==> config.mk <==
export PLATFORM = sky130hd
export DESIGN_NAME = mlab_fifo_ctrl
export DESIGN_NICKNAME = d
export VERILOG_FILES = /design/src/rtl/mlab_fifo_ctrl.sv
export SDC_FILE = /design/constraint.sdc
export NUM_CORES = 1
export LEC_CHECK = 0
export CORE_MARGIN = 4
export CORE_UTILIZATION = 55
export CTS_BUF_LIST = sky130_fd_sc_hd__clkbuf_4
export DETAILED_ROUTE_END_ITERATION = 6
export DONT_BUFFER_PORTS = 1
export PLACE_DENSITY = 0.7
export SETUP_SLACK_MARGIN = 0.1
export SLEW_MARGIN = 20
export SYNTH_ARGS = -nofsm -noshare
export SYNTH_HDL_FRONTEND = slang
export SYNTH_SLANG_ARGS = --single-unit
export TNS_END_PERCENT = 5
==> constraint.sdc <==
create_clock -name clk -period 3.4 [get_ports clk]
set_input_delay 0.34 -clock clk [delete_from_list [all_inputs] [get_ports clk]]
set_output_delay 0.34 -clock clk [all_outputs]
set_load 0.02 [all_outputs]
==> src/rtl/mlab_fifo_ctrl.sv <==
// Show-ahead FIFO controller sequencing an MLAB RAM (registered write, asynchronous read)
// with a registered output stage and valid/ready handshakes on both sides.
module mlab_fifo_ctrl #(
   parameter int WIDTH      = 20,
   parameter int ADDR_WIDTH = 5
) (
   input  logic                  clk,
   input  logic                  arst,
   input  logic                  sclr,
   input  logic [WIDTH-1:0]      din,
   input  logic                  din_valid,
   output logic                  din_ready,
   output logic [WIDTH-1:0]      dout,
   output logic                  dout_valid,
   input  logic                  dout_ready,
   output logic [ADDR_WIDTH:0]   used_words,
   output logic                  ram_wena,
   output logic [ADDR_WIDTH-1:0] ram_waddr,
   output logic [WIDTH-1:0]      ram_wdata,
   output logic [ADDR_WIDTH-1:0] ram_raddr,
   input  logic [WIDTH-1:0]      ram_rdata
);

   localparam logic [ADDR_WIDTH:0]   DEPTH_C = {1'b1, {ADDR_WIDTH{1'b0}}};
   localparam logic [ADDR_WIDTH:0]   CNT_ONE = (ADDR_WIDTH+1)'(1);
   localparam logic [ADDR_WIDTH-1:0] PTR_ONE = ADDR_WIDTH'(1);

   logic [ADDR_WIDTH-1:0] wr_ptr_q, wr_ptr_d;
   logic [ADDR_WIDTH-1:0] commit_ptr_q, commit_ptr_d;
   logic [ADDR_WIDTH-1:0] rd_ptr_q, rd_ptr_d;
   logic [ADDR_WIDTH:0]   ram_count_q, ram_count_d;
   logic [ADDR_WIDTH:0]   used_q, used_d;
   logic                  dout_valid_q, dout_valid_d;
   logic                  din_ready_q, din_ready_d;
   logic [WIDTH-1:0]      dout_q, dout_d;
   logic                  wena_q, wena_d;
   logic [ADDR_WIDTH-1:0] waddr_q, waddr_d;
   logic [WIDTH-1:0]      wdata_q, wdata_d;

   logic push, pop, canLoad, load;

   assign push = din_valid & din_ready_q & ~sclr;
   assign pop  = dout_valid_q & dout_ready & ~sclr;

   // Equal pointers mean either nothing committed or a full wrap committed with no write pending.
   assign canLoad = (rd_ptr_q != commit_ptr_q) | ((ram_count_q == DEPTH_C) & ~wena_q);
   assign load    = canLoad & (~dout_valid_q | pop) & ~sclr;

   always_comb begin
      wr_ptr_d     = push ? wr_ptr_q + PTR_ONE : wr_ptr_q;
      commit_ptr_d = wena_q ? commit_ptr_q + PTR_ONE : commit_ptr_q;
      rd_ptr_d     = load ? rd_ptr_q + PTR_ONE : rd_ptr_q;
      wena_d       = push;
      waddr_d      = push ? wr_ptr_q : waddr_q;
      wdata_d      = push ? din : wdata_q;
      dout_d       = load ? ram_rdata : dout_q;
      dout_valid_d = load ? 1'b1 : (pop ? 1'b0 : dout_valid_q);
      case ({push, load})
         2'b10:   ram_count_d = ram_count_q + CNT_ONE;
         2'b01:   ram_count_d = ram_count_q - CNT_ONE;
         default: ram_count_d = ram_count_q;
      endcase
      if (sclr) begin
         wr_ptr_d     = '0;
         commit_ptr_d = '0;
         rd_ptr_d     = '0;
         ram_count_d  = '0;
         dout_valid_d = 1'b0;
      end
      din_ready_d = (ram_count_d < DEPTH_C);
      used_d      = ram_count_d + {{ADDR_WIDTH{1'b0}}, dout_valid_d};
   end

   always_ff @(posedge clk or posedge arst) begin
      if (arst) begin
         wr_ptr_q     <= '0;
         commit_ptr_q <= '0;
         rd_ptr_q     <= '0;
         ram_count_q  <= '0;
         used_q       <= '0;
         dout_valid_q <= 1'b0;
         din_ready_q  <= 1'b0;
         dout_q       <= '0;
         wena_q       <= 1'b0;
         waddr_q      <= '0;
         wdata_q      <= '0;
      end else begin
         wr_ptr_q     <= wr_ptr_d;
         commit_ptr_q <= commit_ptr_d;
         rd_ptr_q     <= rd_ptr_d;
         ram_count_q  <= ram_count_d;
         used_q       <= used_d;
         dout_valid_q <= dout_valid_d;
         din_ready_q  <= din_ready_d;
         dout_q       <= dout_d;
         wena_q       <= wena_d;
         waddr_q      <= waddr_d;
         wdata_q      <= wdata_d;
      end
   end

   assign din_ready  = din_ready_q;
   assign dout       = dout_q;
   assign dout_valid = dout_valid_q;
   assign used_words = used_q;
   assign ram_wena   = wena_q;
   assign ram_waddr  = waddr_q;
   assign ram_wdata  = wdata_q;
   assign ram_raddr  = rd_ptr_q;

endmodule

-- After elaboration in Yosys (flattened, before gate mapping)
Index checks and enable logic that the tools add are counted.
- register bits: 75
- bits of input ports: 45
- output and inout port bits: 59
- bitwise gates (word level): 12
- reduce and logical (&&, ||, !) cells: 3
- equality and inequality tests: 4
- $lt $le $gt $ge: 1
- add/subtract/negate cells: 6
- muxes and demuxes: 11
- operator list (cell ; count):
    2-to-1 mux 5 bit ; 6
    adder 5 x 1 -> 5 bit (second input constant) ; 3
    case mux 6 bit (2 select lines) ; 1
    bitwise AND 1 bit ; 7
    adder 6 x 1 -> 6 bit ; 1
    adder 6 x 1 -> 6 bit (second input constant) ; 1
    == test 6 bit (second input constant) ; 1
    less-than comparator 6 bit (second input constant) ; 1
    2-to-1 mux 6 bit ; 1
    nonzero test 2 bit ; 3
    subtractor 6 x 1 -> 6 bit (second input constant) ; 1
    inequality test 5 bit ; 1
    2-to-1 mux 1 bit ; 3
    inverter 1 bit ; 3
    == test 2 x 1 -> 1 bit (second input constant) ; 1
    == test 2 bit (second input constant) ; 1
    bitwise OR 1 bit ; 2

-- Depth between registers and ports, before layout
- depth in word-level cells: 9
- gate-level depth with buffers: 14

-- Worst setup path after synthesis
Ideal clock, no wire load.
- kind: register to register
- from: reg wena_q (netlist: ram_wena)
- to: reg used_q[5] (netlist: used_words[5])
- data required time: 3277 ps
- slack: 238 ps
- stages on the path, launching flop included: 14
- buffers on the path: 2
- setup time: 123 ps
- data arrival time: 3040 ps
- period minus slack after synthesis: 3162 ps
- cells stage by stage: dfrtp_1 buf_4 nor4b_4 a211o_2 o21ai_4 nor2_4 buf_12 ha_1 ha_1 a21oi_1 or4b_1 a31oi_2 nand3_1 xnor2_1
- cells in the longest elaborated chain, start to end: 9
- elaborated cells between the ends (all ways): 12
- RTL lines (item ; RTL line ; source):
    start: declaration ; 36 ; logic wena_q, wena_d;
    start signal: assignment ; 96 ; wena_q <= wena_d;
    inverter 1 bit (*) ; 46 ; assign canLoad = (rd_ptr_q != commit_ptr_q) | ((ram_count_q == DEPTH_C) & ~wena_q);
    bitwise AND 1 bit (*) ; 46 ;
    bitwise OR 1 bit (*) ; 46 ;
    bitwise AND 1 bit (*) (2 in series) ; 47 ; assign load = canLoad & (~dout_valid_q | pop) & ~sclr;
    net load ; 40 ; logic push, pop, canLoad, load;
    == test 2 x 1 -> 1 bit / == test 2 bit (equally long branches) ; 58 ; case ({push, load})
    case mux 6 bit (2 select lines) (*) ; 58 ;
    2-to-1 mux 6 bit (*) ; 63 ; if (sclr) begin
    net ram_count_d[4] ; 31 ; logic [ADDR_WIDTH:0] ram_count_q, ram_count_d;
    adder 6 x 1 -> 6 bit (*) ; 71 ; used_d = ram_count_d + {{ADDR_WIDTH{1'b0}}, dout_valid_d};
    net used_d[5] ; 32 ; logic [ADDR_WIDTH:0] used_q, used_d;
    end signal: assignment ; 92 ; used_q <= used_d;
    end: declaration ; 32 ;
The timed path passes the listed nets; every way through them passes the cells marked *.
A chain may end at the register's enable or synchronous reset.

-- Final worst setup path
- from: reg rd_ptr_q[4] (netlist: ram_raddr[4])
- to: reg used_q[5] (netlist: used_words[5])
- cells in the longest elaborated chain, start to end: 8
- elaborated cells between the ends (all ways): 11
- RTL lines (item ; RTL line ; source):
    start: declaration ; 30 ; logic [ADDR_WIDTH-1:0] rd_ptr_q, rd_ptr_d;
    start signal: assignment ; 90 ; rd_ptr_q <= rd_ptr_d;
    inequality test 5 bit (*) ; 46 ;
    bitwise OR 1 bit (*) ; 46 ;
    bitwise AND 1 bit (*) (2 in series) ; 47 ;
    == test 2 x 1 -> 1 bit / == test 2 bit (equally long branches) ; 58 ;
    case mux 6 bit (2 select lines) (*) ; 58 ;
    2-to-1 mux 6 bit (*) ; 63 ;
    net ram_count_d[4] ; 31 ;
    adder 6 x 1 -> 6 bit (*) ; 71 ;
    net used_d[5] ; 32 ;
Marks and branches as above.

==> impl_metrics.csv <==
group,metric,value,unit
critical_path,rr_endpoint,"used_words[5]",
cells_and_area,n_fill_cell,480,
yosys,syn_inst,303,
grt,grt-ovfl-total,0,
grt,grt_pass1_vias,2162,
power,p_leak,1.89,nW
critical_path,worstRegToRegCells,10,
floorplan,io-pin-count,104,
yosys,synth_edf_count,0,
sta,relSlewSlack,0.483,
power,cellInternalPower,2.01,mW
floorplan,start_util,0.576,
critical_path,cp.arrival,3.37,ns
critical_path,crit_slowest_cell,"or4b_1",
sta,fmax,325,MHz
place,placed_cell_area,3520,sq um
power,p_switching,1.35,mW
clock_tree,cts_buffers,9,
critical_path,slowest_delay,0.55,ns
floorplan,fp.dieW,87.2,um
critical_path,critPathKind,"register to register",
clock_tree,cts_buffer_depth,2,
power,switching_share,0.402,
cells_and_area,fin_area,3780,sq um
clock_tree,cts_tree,"built",
sta,period_share,0.905,
yosys,synth_seq_cells,75,
yosys,yosysTopAreaCell,"dfrtp_1",
job,drv_cap,0,
power,pwr-share-comb,0.315,
clock_tree,cts-htree-levels,3,
sta,slew_violations,0,
detailed_routing,via_per_inst,5.52,
detailed_routing,drc_errors,0,
yosys,syn_area,3450,sq um
critical_path,cp-start-kind,"register",
critical_path,crit_required,3.69,ns
yosys,ys_types,49,
floorplan,rows,28,
cells_and_area,n_antenna_cell,0,
critical_path,rr_startpoint,"ram_raddr[4]",
clock_tree,clk_latency,0.41,ns
yosys,yosys-top-cells-area,"dfrtp_1 (54%), nand2_1 (8.8%), mux2_4 (8.3%)",
cells_and_area,final_common_cell,"nand2_1",
cells_and_area,final_layout_size_suffix_gt1_frac,0.186,
power,pwr-share-seq,0.503,
detailed_routing,drt_wl_total,6.77,mm
detailed_routing,drt_iter0_drc,113,
detailed_routing,wl_per_cell,17.1,um
sta,fin_crit,3.08,ns
place,dp.cells,374,
floorplan,coreArea,5990,sq um
run_status,status,"complete, no violations",
power,p_clk_frac,0.182,
sta,hold_violations,0,
cells_and_area,layout.cells.most_common_list,"nand2_1 (81), dfrtp_1 (75), nor2_1 (21)",
yosys,syn_area_per_cell,11.4,sq um
floorplan,die-height,87.2,um
clock_tree,root_buffer,"clkbuf_4",
sta,clock_skew,0.0141,ns
detailed_routing,first_pass_iters,4,
sta,setup_violations,0,
clock_tree,cts.clk_slew.worst_paths,0.13,ns
sta,finalSetupTns,0,ns
hold_path,holdCritStartpoint,"din[11]",
critical_path,path_cells,"xor2_1 -> a211o_2 -> o21ai_4 -> nor2_4 -> ha_2 -> ha_1 -> or4b_1 -> a31oi_2 -> nand3_1 -> xnor2_1",
place,place_congestion,0.873,
hold_path,min_to,"ram_wdata[11]",
floorplan,die_area,7600,sq um
critical_path,path_buf_inv,0,
critical_path,critPathCaptureType,"register",
place,dp_hpwl,4.63,mm
detailed_routing,ant_nets,0,
power,cellPowerDensity,888,nW/um^2
clock_tree,cts.sinks,75,
grt,grt_pass1_wl,10.7,mm
yosys,syn-num-nets,359,
yosys,synth_flop_cell,"dfrtp_1",
grt,antenna_found_initial,0,
yosys,yosys.area.top_type_share,0.544,
cells_and_area,area_growth,9.68,%
sta,grt_setup_unrepaired,"no",
grt,grt_max_degree,41,
cells_and_area,utilization,0.632,
yosys,ys_seq_area_frac,0.544,
grt,track_usage,0.182,
yosys,yosysWarnings,0,
place,io_buffers,0,
critical_path,r2r_setup_slack,0.32,ns
hold_path,hold_depth,2,
hold_path,hold_path_class,"primary input to register",
cells_and_area,layout.nets,373,
sta,tightestPinTransition,0.773,ns
detailed_routing,routed-via-count,2192,
critical_path,crit_path_max_fanout,10,
critical_path,path_delay_family,"compound AO/OA/AOI/OAI gates",
yosys,async_reset_ff_frac,1.00,
cells_and_area,fin_cells,397,
power,ir_worst_vdd,450,uV
## worst max path at each step
stage,startpoint,cells after the start,slack [ns],to
finish,ram_raddr[4],10,0.32,used_words[5]
global route,ram_raddr[4],10,0.16,used_words[4]
CTS,ram_raddr[4],10,0.19,used_words[4]
detailed placement,ram_raddr[4],10,0.22,used_words[4]
global placement,ram_raddr[4],11,0.29,used_words[5]
floorplan,ram_wena,13,0.24,used_words[5]
## registers in the layout (all words and copies together) (netlist names), 5 cells and up
name          cells
ram_waddr         5
dout             20
used_words        6
ram_raddr         5
commit_ptr_q      5
ram_wdata        20
wr_ptr_q          5
ram_count_q       6
## kinds of logic (layout without fill, tap and decap cells)
logic type / count (synthesis) / in the layout / share of synthesized area
and+or+nand+nor: 130 / 130 / 0.172
xor gates and xnor gates: 23 / 23 / 0.0584
buffers and inverters: 19 / 38 / 0.0330
AOI/OAI and AO/OA: 22 / 22 / 0.0555
adders and majority gates: 11 / 11 / 0.0421
DFF: 75 / 75 / 0.544
muxes: 23 / 23 / 0.0947
## metrics by stage
stage / worst slack (ns) / hold slack, ns / total power [mW]
finish: 0.324 / 0.0273 / 3.36
floorplan: 0.238 / 0.445 / 2.53
global placement: 0.294 / 0.178 / 2.69
global route: 0.160 / 0.00411 / 3.58
detailed placement: 0.222 / 0.180 / 2.72
CTS: 0.192 / 0.000225 / 3.34
## worst reg2reg max path, stage by stage, from the launching register on
cell	delay, ns
dfrtp_1	0.50
xor2_1	0.20
a211o_2	0.37
o21ai_4	0.21
nor2_4	0.05
ha_2	0.25
ha_1	0.37
or4b_1	0.55
a31oi_2	0.21
nand3_1	0.12
xnor2_1	0.14
## power groups by stage
stage | clock, mW | sequential, mW | combinational (mW)
2_1_floorplan | 0 | 1.66 | 0.866
3_3_place_gp | 0 | 1.71 | 0.978
3_5_place_dp | 0 | 1.71 | 1.00
4_1_cts | 0.629 | 1.70 | 1.02
5_1_grt | 0.673 | 1.74 | 1.17
6_report | 0.612 | 1.69 | 1.06
## Yosys cell counts, types with 2 or more instances
library cell / number
nand3_1: 3
a21oi_1: 3
mux2i_1: 3
xor2_1: 15
nand2_1: 81
and3_1: 2
dfrtp_1: 75
buf_1: 2
buf_12: 2
a211oi_2: 2
clkbuf_1: 3
nor2_1: 21
ha_1: 10
xnor2_1: 8
nor3b_1: 2
nor4b_1: 2
buf_2: 5
mux2_4: 19
and3b_1: 2
o21ai_0: 2
inv_1: 4
nand4_1: 5
o211ai_1: 6
## routing by layer
| layer | share of wire | track usage | up-vias |
|---|---|---|---|
| met2 | 0.50 | 0.297 | 76 |
| met3 | 0.081 | 0.0549 | 10 |
| met1 | 0.41 | 0.226 | 1063 |
| li1 | - | - | 1043 |
| met5 | 0 | 0 | - |
| met4 | 0.013 | 0.0781 | 0 |
## area by class of cell
class | instances | area [sq um] | area share
Clock buffer | 9 | 67.6 | 0.0179
Clock inverter | 7 | 91.3 | 0.0241
Inverter | 6 | 22.5 | 0.00595
Multi-Input combinational cell | 209 | 1500 | 0.396
Sequential cell | 75 | 1880 | 0.496
Tap cell | 75 | 93.8 | 0.0248
Timing Repair Buffer | 16 | 135 | 0.0357
## repair_timing
action,in CTS,in global routing
endpoints found under the hold margin,35,0
hold buffers,6,0
setup endpoints to repair,0,4
resized for setup,0,5
setup buffers,0,1
Power figures use the tool's default switching activity.
